$ cat config.mk
export PLATFORM = sky130hd
export DESIGN_NAME = ifetch_queue
export DESIGN_NICKNAME = d
export VERILOG_FILES = /design/src/rtl/ifetch_queue.sv
export SDC_FILE = /design/constraint.sdc
export NUM_CORES = 1
export LEC_CHECK = 0
export CAP_MARGIN = 30
export CORE_MARGIN = 8
export CORE_UTILIZATION = 49
export DETAILED_ROUTE_END_ITERATION = 12
export GPL_ROUTABILITY_DRIVEN = 0
export PLACE_DENSITY = 0.73
export SYNTH_ARGS = -nofsm -noshare
export SYNTH_HDL_FRONTEND = slang
export SYNTH_SLANG_ARGS = --single-unit
$ cat constraint.sdc
create_clock -name clk -period 2.8 [get_ports clk]
set_input_delay 0.84 -clock clk [delete_from_list [all_inputs] [get_ports clk]]
set_output_delay 0.84 -clock clk [all_outputs]
set_load 0.005 [all_outputs]
$ cat src/rtl/ifetch_queue.sv
// Instruction prefetch queue: fetches sequential words over a single-outstanding
// req/gnt/rvalid handshake and hands {pc, instr} pairs to the core in order.
// A redirect flushes everything queued and restarts fetch at the new pc.
// Any response already in flight when a redirect arrives is discarded.
module ifetch_queue #(
   parameter int          DEPTH    = 4,
   parameter logic [31:0] RESET_PC = 32'h0000_0000
) (
   input  logic                     clk,
   input  logic                     reset,
   input  logic                     redirect,
   input  logic [31:0]              redirect_pc,
   output logic                     imem_req,
   output logic [31:0]              imem_addr,
   input  logic                     imem_gnt,
   input  logic                     imem_rvalid,
   input  logic [31:0]              imem_rdata,
   output logic                     out_valid,
   input  logic                     out_ready,
   output logic [31:0]              out_pc,
   output logic [31:0]              out_instr,
   output logic [$clog2(DEPTH):0]   count
);

   localparam int PW = $clog2(DEPTH);
   localparam int CW = PW + 1;
   localparam logic [CW-1:0] FULL = CW'(DEPTH);
   localparam logic [31:0]   NOP  = 32'h0000_0013;

   typedef enum logic [1:0] {IDLE, REQ, WAIT, DROP} fetchState;

   fetchState      stateReg, stateNext;
   logic [31:0]    fetchPcReg, fetchPcNext;
   logic [CW-1:0]  countReg, countNext;
   logic [PW-1:0]  rdPtrReg, wrPtrReg;
   logic [63:0]    entryMem [DEPTH];
   logic [63:0]    headEntry;
   logic           pushEn, popEn;
   logic [CW-1:0]  postPushCount;

   // A response lands in the queue only in WAIT and only when no redirect overrides it.
   assign pushEn        = (stateReg == WAIT) & imem_rvalid & ~redirect;
   assign popEn         = out_valid & out_ready & ~redirect;
   assign postPushCount = countReg + CW'(1) - CW'(popEn);

   // Occupancy and fetch pc; redirect wins over push and pop.
   always_comb begin
      countNext   = countReg + CW'(pushEn) - CW'(popEn);
      fetchPcNext = fetchPcReg;
      if (pushEn) begin
         fetchPcNext = fetchPcReg + 32'd4;
      end
      if (redirect) begin
         countNext   = '0;
         fetchPcNext = {redirect_pc[31:2], 2'b00};
      end
   end

   // State register.
   always_ff @(posedge clk or negedge reset) begin
      if (!reset) begin
         stateReg <= IDLE;
      end else begin
         stateReg <= stateNext;
      end
   end

   // Queue pointers, occupancy and fetch pc.
   always_ff @(posedge clk or negedge reset) begin
      if (!reset) begin
         fetchPcReg <= RESET_PC;
         countReg   <= '0;
         rdPtrReg   <= '0;
         wrPtrReg   <= '0;
      end else begin
         fetchPcReg <= fetchPcNext;
         countReg   <= countNext;
         if (redirect) begin
            rdPtrReg <= '0;
            wrPtrReg <= '0;
         end else begin
            if (pushEn) wrPtrReg <= wrPtrReg + PW'(1);
            if (popEn)  rdPtrReg <= rdPtrReg + PW'(1);
         end
      end
   end

   // Entry storage; contents need no reset because occupancy gates every read.
   always_ff @(posedge clk) begin
      if (pushEn) begin
         entryMem[wrPtrReg] <= {fetchPcReg, imem_rdata};
      end
   end

   // Next-state logic; a redirect turns any in-flight response into a stale one.
   always_comb begin
      stateNext = stateReg;
      case (stateReg)
         IDLE: begin
            if (redirect || countReg < FULL) stateNext = REQ;
         end
         REQ: begin
            if (imem_gnt) stateNext = redirect ? DROP : WAIT;
         end
         WAIT: begin
            if (imem_rvalid) begin
               if (redirect || postPushCount < FULL) stateNext = REQ;
               else                                   stateNext = IDLE;
            end else if (redirect) begin
               stateNext = DROP;
            end
         end
         DROP: begin
            if (imem_rvalid) stateNext = REQ;
         end
         default: stateNext = IDLE;
      endcase
   end

   // Output logic: request side from state, core side from the queue head.
   always_comb begin
      imem_req  = (stateReg == REQ);
      imem_addr = fetchPcReg;
      headEntry = entryMem[rdPtrReg];
      out_valid = (countReg != '0);
      out_pc    = out_valid ? headEntry[63:32] : 32'h0;
      out_instr = out_valid ? headEntry[31:0]  : NOP;
      count     = countReg;
   end

endmodule

# After elaboration in Yosys (flattened, before gate mapping)

Memory sizes are Yosys's and may differ from the RTL's.
Cells that the tools add are included.

Bits of input ports: 70
Memory bits (writable): 256
Bits in registers: 41
Memories: 1
ROM bits: 0
Latch bits: 0
Output and inout bits: 101

$lt $le $gt $ge: 2
Shift-type cells: 0
Reductions and logical operators: 7
Divide/modulo/power cells: 0
Multiplexer cells: 19
Equal/unequal tests: 7
Bitwise operators: 5
Add/subtract/negate cells: 7
$mul: 0

Memories:

| memory   | words | bits a word | read ports | clocked after memory_dff | write ports | line | RTL |
|---|---|---|---|---|---|---|---|
| entryMem | 4     | 64          | 1          | 0                        | 1           | 36   | `logic [63:0] entryMem [DEPTH];` |

Operators by type and width:

| kind                  | count |
|---|---|
| $mux 32               | 4 |
| $add 32x3->32 const B | 1 |
| $mux 2                | 9 |
| $pmux 2 s4            | 1 |
| $lt 3x3->1 const B    | 2 |
| $sub 3x1->3           | 2 |
| $add 2x1->2 const B   | 2 |
| $and 1x1->1           | 4 |
| $eq 2x2->1 const B    | 2 |
| $mux 1                | 4 |
| $ne 2x2->1 const B    | 2 |
| $reduce_and 4->1      | 1 |
| $reduce_bool 2->1     | 2 |
| $add 3x1->3           | 1 |
| $add 3x1->3 const B   | 1 |
| $mux 3                | 1 |
| $ne 3x3->1 const B    | 1 |
| $reduce_bool 3->1     | 1 |
| $eq 2x1->1 const B    | 1 |
| $logic_not 2->1       | 1 |
| $logic_or 1x1->1      | 2 |
| $ne 2x1->1 const B    | 1 |
| $not 1->1             | 1 |

# Depth between registers and ports, before layout

Gate-level depths: netlist of run 1.

Depth in word-level cells: 9
Depth in mapped cells: 12
Gate-level depth less buffers: 12

# Worst setup path after synthesis of run 1

No wires, ideal clock.

Kind: input to register
From: in imem_rvalid
To: mem entryMem[0][0], enable pin
Slack: -0.452 ns
Arrival: 2.825 ns
Setup time: 0.427 ns
Path buffers: 1
Stages on the path: 4
Required time: 2.373 ns
Cells stage by stage: buf_2 nand2_1 nor2_1 and2_1

Cells in the longest elaborated chain, start to end: 4

Ends and longest elaborated chain:

| element                      | line | RTL |
|---|---|---|
| start: declaration           | 16   | `input logic imem_rvalid,` |
| $and 1x1->1 (2 in series)    | 42   | `assign pushEn = (stateReg == WAIT) & imem_rvalid & ~redirect;` |
| $mux 1                       | 90   | `if (pushEn) begin` |
| $mux 1 (implied by the code) | 91   | `entryMem[wrPtrReg] <= {fetchPcReg, imem_rdata};` |
| end: declaration             | 36   |  |

Every way passes these cells.

# Worst setup path in the final report of run 1

From: reg rdPtrReg[0]
To: out out_instr[26]

Cells in the longest elaborated chain, start to end: 2

Ends and longest elaborated chain:

| element                  | line | RTL |
|---|---|---|
| start: declaration       | 35   | `logic [PW-1:0] rdPtrReg, wrPtrReg;` |
| start signal: assignment | 83   | `if (popEn) rdPtrReg <= rdPtrReg + PW'(1);` |
| $mem_v2 4x64             | n/a  |  |
| $mux 32                  | 127  | `out_instr = out_valid ? headEntry[31:0] : NOP;` |
| end: declaration         | 21   | `output logic [31:0] out_instr,` |

Every way passes these cells.

==> results list, run 1 <==
* Result of the run: complete, but fails checks
- The checks that failed: negative setup slack.
- Horizontal extent of the die: 170.7 µm
- Using the TritonRoute via totals, the vias-per-cell ratio works out to 5.554.
- Rel. slew slack: 0.5120
- Class of the tightest hold or removal check: in -> async
- Standard cell with the maximum stage delay on the critical path: sky130_fd_sc_hd__dfrtp_4
- Synth area leaders: sky130_fd_sc_hd__edfxtp_1, sky130_fd_sc_hd__mux4_2, sky130_fd_sc_hd__dfrtp_1
* Max-capacitance violation count: 0
- Number of global-route vias before repair: 7270
- Area enclosed by the die boundary: 29130 µm²
- FMAX: 0.3257 GHz
* Post-route antenna net violation count: 0
- In this run the number of H-tree levels came out at 1.
* Global-route wire length before repair: 41.32 mm
- After synthesis the netlist holds a flip-flop and latch count of 287.
- TritonCTS built the clock tree.
- Compared with the post-synthesis result, the final layout area differs by 33.24%.
- Part of the Yosys area used for sequential elements: 0.7186
- The worst register-to-register path has a setup slack of 0.40 ns.
- The clock reaches the later pin of the worst-skew pair after 0.53 ns.
- In this run the count of I/O pins placed on the die edge is 171.
- IR analysis of the VDD net gives a maximum drop of 0.4745 mV.
- After detailed routing, the average wire length per cell comes to 22.22 µm.
- In this run, the number of DRC markers left after iteration 0 of detailed routing was 423.
- Endpoint class of the critical path: output pin
- Worst Clk Skew: 0.006734 ns
* Part of the total power dissipated in sequential elements: 0.408
- The share of total power dissipated in combinational logic is 0.283.
* Effective utilization at floorplan: 0.4994
* Slew Limit Fails: 0
- Met1 GRT Util: 0.2390
* Most used DFF post-synth: sky130_fd_sc_hd__edfxtp_1
* CP arrival: 2.23 ns
- The number of antenna diodes in the final layout is 0.
* Met2 layer usage reported by global route: 0.3117
- The finished layout holds 1241 standard cells, fillers aside.
* Nets: 982
- Net switching power: 2997 µW
- IO Port Bufs: 164
* Post-layout worst setup margin: -0.2707 ns
- Number of detailed-route iterations in the first pass: 5
- The share of synthesized area in the top cell type comes to 0.6354.
* Post-Syn Area per Cell: 17.65 µm²
* Final count of hold timing violations: 0
- The total overflow left after global routing is 0.
* Post-CTS Hold Buffers: 0
* Largest net degree at the start of global routing: 44
- R2R Path Start: count[2]$_DFF_PN0_
- For this design the ratio of total power to cell area is 777.8 nW/µm².
- Worst setup SP type: flop
- GRT busiest layer: met2
- The critical path starts at rdPtrReg[0]$_DFFE_PN0P_.
- M3 GR Usage: 0.03941
* Count of distinct cell types in the synthesized netlist: 45
* Height of the die: 170.7 µm
- Counting cells, the worst reg-to-reg path comes to 13.
* Total global routing track utilization: 0.1833
- Clock Root Buffer: sky130_fd_sc_hd__clkbuf_16
- Standby leakage power: 0.005468 µW
- Number of warnings reported in the yosys synthesis log: 0
* Fill cell count: 1586
- Hpwl dp: 17.71 mm
- Netlist area before placement: 11720 µm²
* Maximum root-to-sink buffer count: 3
- Clock-pin slew on the worst setup and hold paths: 0.06 ns
* Share of cells above drive strength 1: 0.3004
* DRC: 0
- Together, buffers and inverters on the worst path number 5.
- The commonest cells after synthesis are sky130_fd_sc_hd__edfxtp_1, sky130_fd_sc_hd__and2_1, sky130_fd_sc_hd__mux4_2.
* Share of synthesized flip-flops with an asynchronous set or reset: 0.1359
- In the post-synthesis netlist, the cell with the most instances is sky130_fd_sc_hd__edfxtp_1.
- The cell family contributing the most delay on the critical path is buffers and inverters.
* Post-Route WL: 27.58 mm
- Synthesis handed over a netlist of 664 instances.
- Minimum clock period after layout: 3.071 ns
- For this design, the sink count on the clock tree is 287.
- Setup tns final: -11.52 ns
- The number of antenna violations at the first check in global routing was 0.
- Clock share of power: 0.309
* Number of core rows: 56
- The signal on the critical path passes through buf_12 > buf_8 > buf_12 > buf_8 > mux4_2 > and2_4 > buf_6.
- The biggest area contributor in the post-synthesis netlist is sky130_fd_sc_hd__edfxtp_1.
- The final route contains 6893 vias.
- Number of buffers created by CTS: 28
- R2r endpoint: count[2]$_DFF_PN0_
* Number of cells in the design after placement: 1158
- At the pin with the least slew margin, the transition time is 0.7320 ns.
- Data on the critical path is required at its endpoint by 1.96 ns.
- Final setup violation count: 62
- Internal cell power: 9150 µW
- Switching portion of total power: 0.2467
- CP Max Fanout: 5
- Dividing the final minimum period by the clock period gives 1.097.
- WS Path Type: reg -> out
- Count of flip-flops with a built-in enable after synthesis: 248
* RSZ-0062 raised after global routing: true
- Worst path max stage delay: 0.52 ns
* Core area: 23470 µm²
## worst register-to-register path, cell delays in order, from the launching register on
cell and delay [ns]:
sky130_fd_sc_hd__dfrtp_1 0.39, sky130_fd_sc_hd__nor3_2 0.17, sky130_fd_sc_hd__buf_4 0.13, sky130_fd_sc_hd__inv_2 0.06
sky130_fd_sc_hd__buf_4 0.22, sky130_fd_sc_hd__nand2_1 0.14, sky130_fd_sc_hd__nor2_1 0.05, sky130_fd_sc_hd__ha_1 0.28
sky130_fd_sc_hd__inv_1 0.06, sky130_fd_sc_hd__ha_1 0.14, sky130_fd_sc_hd__inv_1 0.05, sky130_fd_sc_hd__fa_1 0.38
sky130_fd_sc_hd__xnor2_1 0.16, sky130_fd_sc_hd__nor2_1 0.05
## area by class of cell
class / instances / area (µm²) / area share
Clock buffer: 41 / 830.8 / 0.05320
Clock inverter: 11 / 102.6 / 0.006569
Inverter: 12 / 45.04 / 0.002884
Multi-Input combinational cell: 330 / 3207 / 0.2053
Sequential cell: 287 / 8431 / 0.5398
Tap cell: 319 / 399.1 / 0.02556
Timing Repair Buffer: 241 / 2603 / 0.1666
## metal layers
| metal | up-vias | wire length (µm) |
|---|---|---|
| li1 | 3077 | - |
| met1 | 3525 | 11500 |
| met2 | 254 | 13480 |
| met3 | 37 | 2023 |
| met4 | 0 | 579 |
| met5 | - | 0 |
## kinds of logic after synthesis
| family | after synthesis | share of synthesized area |
|---|---|---|
| AND/OR/NAND/NOR | 182 | 0.08796 |
| buffers and inverters | 50 | 0.01879 |
| other | 1 | 0.0003199 |
| adder cells (fa/ha/maj) | 12 | 0.01345 |
| flip-flops | 287 | 0.7186 |
| multiplexers | 63 | 0.1200 |
| AO/OA/AOI/OAI | 50 | 0.02669 |
| XOR/XNOR | 19 | 0.01420 |
## power by group through the flow
stage	combinational, µW	clock [µW]	sequential [µW]
global route	3670	3980	4980
finish	3440	3750	4960
CTS	3130	3820	4960
global placement	2720	0	5030
detailed placement	2770	0	5050
floorplan	1310	0	4990
## per-stage QoR
stage	power (µW)	area [µm²]	worst slack, ns	util	hold WS [ns]
floorplan	6303	11740	0.1485	-	0.5263
global placement	7751	14170	-0.05313	0.6036	0.4863
detailed placement	7817	14170	-0.08652	0.6036	0.5010
CTS	11910	15360	-0.3898	0.6546	0.3742
finish	12150	15620	-0.2707	0.6654	0.3644
global route	12630	15620	-0.3330	0.6654	0.4003
## layout by cell type (no fill, tap or decap), types with 4 or more instances in the layout
cell / n
sky130_fd_sc_hd__dlygate4sd2_1: 4
sky130_fd_sc_hd__clkdlybuf4s15_1: 18
sky130_fd_sc_hd__and2_4: 42
sky130_fd_sc_hd__o211ai_1: 4
sky130_fd_sc_hd__a31oi_1: 11
sky130_fd_sc_hd__clkbuf_8: 6
sky130_fd_sc_hd__clkinv_2: 7
sky130_fd_sc_hd__or3_1: 7
sky130_fd_sc_hd__nor2_1: 18
sky130_fd_sc_hd__buf_6: 43
sky130_fd_sc_hd__mux4_2: 62
sky130_fd_sc_hd__o21ai_0: 21
sky130_fd_sc_hd__xnor2_1: 9
sky130_fd_sc_hd__nand3_1: 19
sky130_fd_sc_hd__buf_8: 6
sky130_fd_sc_hd__nor4_1: 4
sky130_fd_sc_hd__dfrtp_1: 37
sky130_fd_sc_hd__xor2_1: 10
sky130_fd_sc_hd__buf_4: 33
sky130_fd_sc_hd__clkbuf_16: 32
sky130_fd_sc_hd__and2_1: 21
sky130_fd_sc_hd__buf_12: 19
sky130_fd_sc_hd__conb_1: 4
sky130_fd_sc_hd__or4_1: 9
sky130_fd_sc_hd__edfxtp_1: 248
sky130_fd_sc_hd__inv_1: 10
sky130_fd_sc_hd__nand4_1: 12
sky130_fd_sc_hd__ha_1: 11
sky130_fd_sc_hd__and4_1: 5
sky130_fd_sc_hd__buf_2: 11
sky130_fd_sc_hd__clkdlybuf4s50_1: 100
sky130_fd_sc_hd__clkbuf_1: 6
sky130_fd_sc_hd__nand2_1: 30
## worst max-delay path by stage
stage	to	cells past startpoint
4_1_cts	out_instr[0]	7
6_report	out_instr[26]	7
3_3_place_gp	count[2]$_DFF_PN0_	11
3_5_place_dp	count[2]$_DFF_PN0_	11
5_1_grt	out_instr[26]	7
2_1_floorplan	count[2]$_DFF_PN0_	10
## timing repair
action	4_1_cts	5_1_grt
pin swaps	21	6
buffers inserted	18	11
cloned	1	4
resized for setup	265	35
setup endpoints to repair	63	63
## state kept, by name, indices dropped and copies added, names as in the netlist
name / flops
count: 3
entryMem: 248
imem_addr: 30
rdPtrReg: 2
stateReg: 2
wrPtrReg: 2
Power figures use the tool's default switching activity.
==> inputs of run 2 (changes only) <==
--- a/config.mk
+++ b/config.mk
@@ -8,8 +8,10 @@
 export CAP_MARGIN = 30
 export CORE_MARGIN = 8
 export CORE_UTILIZATION = 49
+export CTS_CLUSTER_DIAMETER = 60
 export DETAILED_ROUTE_END_ITERATION = 12
 export GPL_ROUTABILITY_DRIVEN = 0
+export GPL_TIMING_DRIVEN = 0
 export PLACE_DENSITY = 0.73
 export SYNTH_ARGS = -nofsm -noshare
 export SYNTH_HDL_FRONTEND = slang
==> run 2 against run 1 <==
Largest cell class unchanged; hold slack worse by 0.27 ns; critical path depth is 1 higher; critical endpoint is now out_pc[12]; global-route usage is 0.47 points lower; sequential cell count unchanged; the run still ends with negative setup slack left; combinational power up 2%.
==> results list, run 2 (synthesized netlist as in run 1, its figures left out) <==
* Minimum clock period after layout: 3.166 ns (+0.09552 ns)
- Mean number of vias per cell: 5.447 (-1.9%)
- The final design utilization is 0.6717 (+0.006396).
* Core area: 23470 µm² (unchanged)
* Number of cells in the design after placement: 1154 (-0.35%)
* FMAX: 0.3158 GHz (-3.0%)
- Number of buffers created by CTS: 30 (+7.1%)
- Total global routing track utilization: 0.1786 (-0.004746)
- Result of the run: complete, but fails checks
* Layout Area Growth over Synthesis: 34.52%
* Most frequent standard cell in the layout excluding fill and tap cells: sky130_fd_sc_hd__edfxtp_1
* Standby leakage power: 0.005672 µW (+3.7%)
- Post-placement worst setup slack: -0.9806 ns (-0.8941 ns)
- The clock latency of the later-clocked register in the worst-skew pair came to 0.53 ns (about the same).
* CP arrival: 2.33 ns (+0.10 ns)
* Number of inserted diodes: 0 (unchanged)
- In the layout the commonest cells are sky130_fd_sc_hd__edfxtp_1, sky130_fd_sc_hd__clkdlybuf4s50_1, sky130_fd_sc_hd__mux4_2.
- The maximum clock insertion buffer count was 3 (unchanged).
- Clk sink count: 287 (unchanged)
* Largest register by flop count: entryMem
- The average routed wire per standard cell came to 21.37 µm (-3.8%).
* Post-layout worst setup margin: -0.3663 ns (-0.09552 ns)
* DRC: 0 (unchanged)
* Number of detailed-route iterations in the first pass: 4 (-1)
- Routed via count: 6869 (-0.35%)
- Setup slack, reg-to-reg: 0.25 ns (-0.15 ns)
* Failing checks: negative setup slack
- Endpoint class of the critical path: output pin
- Final setup violation count: 62 (unchanged)
- Worst Clk Skew: 0.01061 ns (+0.003880 ns)
* Effective utilization at floorplan: 0.4994 (unchanged)
* I/O Pins: 171 (unchanged)
- The clock slew seen by the registers of the worst setup and hold paths came to 0.06 ns (about the same).
- The critical path starts at rdPtrReg[0]$_DFFE_PN0P_.
- Cell breakdown of the critical path: buf_12 > buf_12 > buf_12 > clkbuf_16 > buf_6 > mux4_2 > and2_4 > buf_6
- The number of H-tree levels was 1 (unchanged).
* Buffers and inverters on the worst path: 6 (+1)
- The max-slew violation total from the final report came to 0 (unchanged).
* Post-CTS Hold Buffers: 0 (unchanged)
- Nets: 1000 (+1.8%)
* Highest ir drop seen on vdd: 0.4618 mV (-2.7%)
- RSZ-0062 raised after global routing: true
* Max-capacitance violation count: 0 (unchanged)
- CP delay by family, top: buffers and inverters
- Clock tree from TritonCTS: done
* Worst setup SP type: flop
- The number of rows in the core area is 56 (unchanged).
* P per Cell Area: 819.0 nW/µm² (+5.3%)
- In this run the critical register-to-register path is launched from stateReg[0]$_DFFE_PN0P_.
- Initial antenna violation count: 0 (unchanged)
* Largest net degree at the start of global routing: 52 (+18%)
- The tree is rooted in a sky130_fd_sc_hd__clkbuf_16.
- Standard cell with the maximum stage delay on the critical path: sky130_fd_sc_hd__dfrtp_2
- The die width is 170.7 µm (unchanged).
* Global-route wire length before repair: 40.16 mm (-2.8%)
- The share of final-layout standard cells stronger than drive strength 1 came to 0.3270 (+0.02653).
- The leftover overflow at the end of global routing was 0 (unchanged).
- CP dominant cell by count: sky130_fd_sc_hd__buf_12
* Area enclosed by the die boundary: 29130 µm² (unchanged)
- The number of DRC markers in iteration 0 came to 471 (+11%).
* Post-route antenna net violation count: 0 (unchanged)
- CP Max Fanout: 5 (unchanged)
* Max FFs per register: 248 (unchanged)
- Height of the die: 170.7 µm (unchanged)
* Worst path max stage delay: 0.42 ns (-0.10 ns)
- Final count of hold timing violations: 0 (unchanged)
- Final non-filler cell total: 1261 (+1.6%)
- Final cycle utilization of the critical path: 1.131 (+0.03412)
- Class of the tightest hold or removal check: in -> async
- Number of global-route vias before repair: 6863 (-5.6%)
- The final wirelength came to 26.95 mm (-2.3%).
- Req. time, crit path: 1.96 ns (about the same)
- The half-perimeter wire length after detailed placement was 16.77 mm (-5.3%).
- The count of input and output buffers came to 163 (-0.61%).
- The critical path in this run is classified as reg -> out.
run 2: path summary, 6_finish.rpt:
kind	end	depth (start not counted)
max in group asynchronous	count[1]$_DFF_PN0_	2
min in group clk	wrPtrReg[1]$_DFFE_PN0N_	2
worst min-delay path	imem_addr[15]$_DFFE_PN0N_	1
worst min register to register	wrPtrReg[1]$_DFFE_PN0N_	2
worst max register to register	count[2]$_DFF_PN0_	12
worst max-delay path	out_pc[12]	8
run 2: layout make-up:
class                           instances  area [µm²]
Sequential cell                       287        8429
Fill cell                            1610        7705
Multi-Input combinational cell        330        3216
Timing Repair Buffer                  220        2221
Clock buffer                           35       820.8
Tap cell                              319       399.1
Clock inverter                         21       319.1
Buffer                                 37       315.3
Inverter                               12       47.55
run 2: timing repair:
| item | CTS | global route |
|---|---|---|
| gates resized for setup | 153 | 143 |
| pin swaps | 2 | 16 |
| cloned | 0 | 6 |
| buffers inserted | 6 | 40 |
| setup endpoints to repair | 65 | 64 |
| endpoints found under the hold margin | 0 | 0 |
run 2: power by group:
part / switching (µW) / total, µW / leakage [µW] / internal (µW)
Sequential: 156 / 4960 / 0.00270 / 4800
Clock: 1620 / 4460 / 0.000561 / 2840
Combinational: 1330 / 3500 / 0.00241 / 2170
run 2: per-stage QoR:
step / area, µm² / hold slack, ns / total power (µW) / TNS, ns
after floorplan: 11740 / 0.5263 / 6303 / 0
after global placement: 13770 / 0.5629 / 7610 / -290.92
after detailed placement: 13890 / 0.5860 / 7641 / -87.94
after CTS: 15240 / 0.07019 / 12340 / -20.09
after global routing: 15770 / 0.06536 / 13460 / -17.00
final: 15770 / 0.09339 / 12910 / -12.89
run 2: metal layers:
layer | share of wire | up-vias | global-route usage
li1 | - | 3117 | -
met1 | 0.44 | 3515 | 0.2456
met4 | 0.0083 | 0 | 0.03013
met3 | 0.067 | 19 | 0.03641
met2 | 0.49 | 218 | 0.2959
met5 | 0 | - | 0
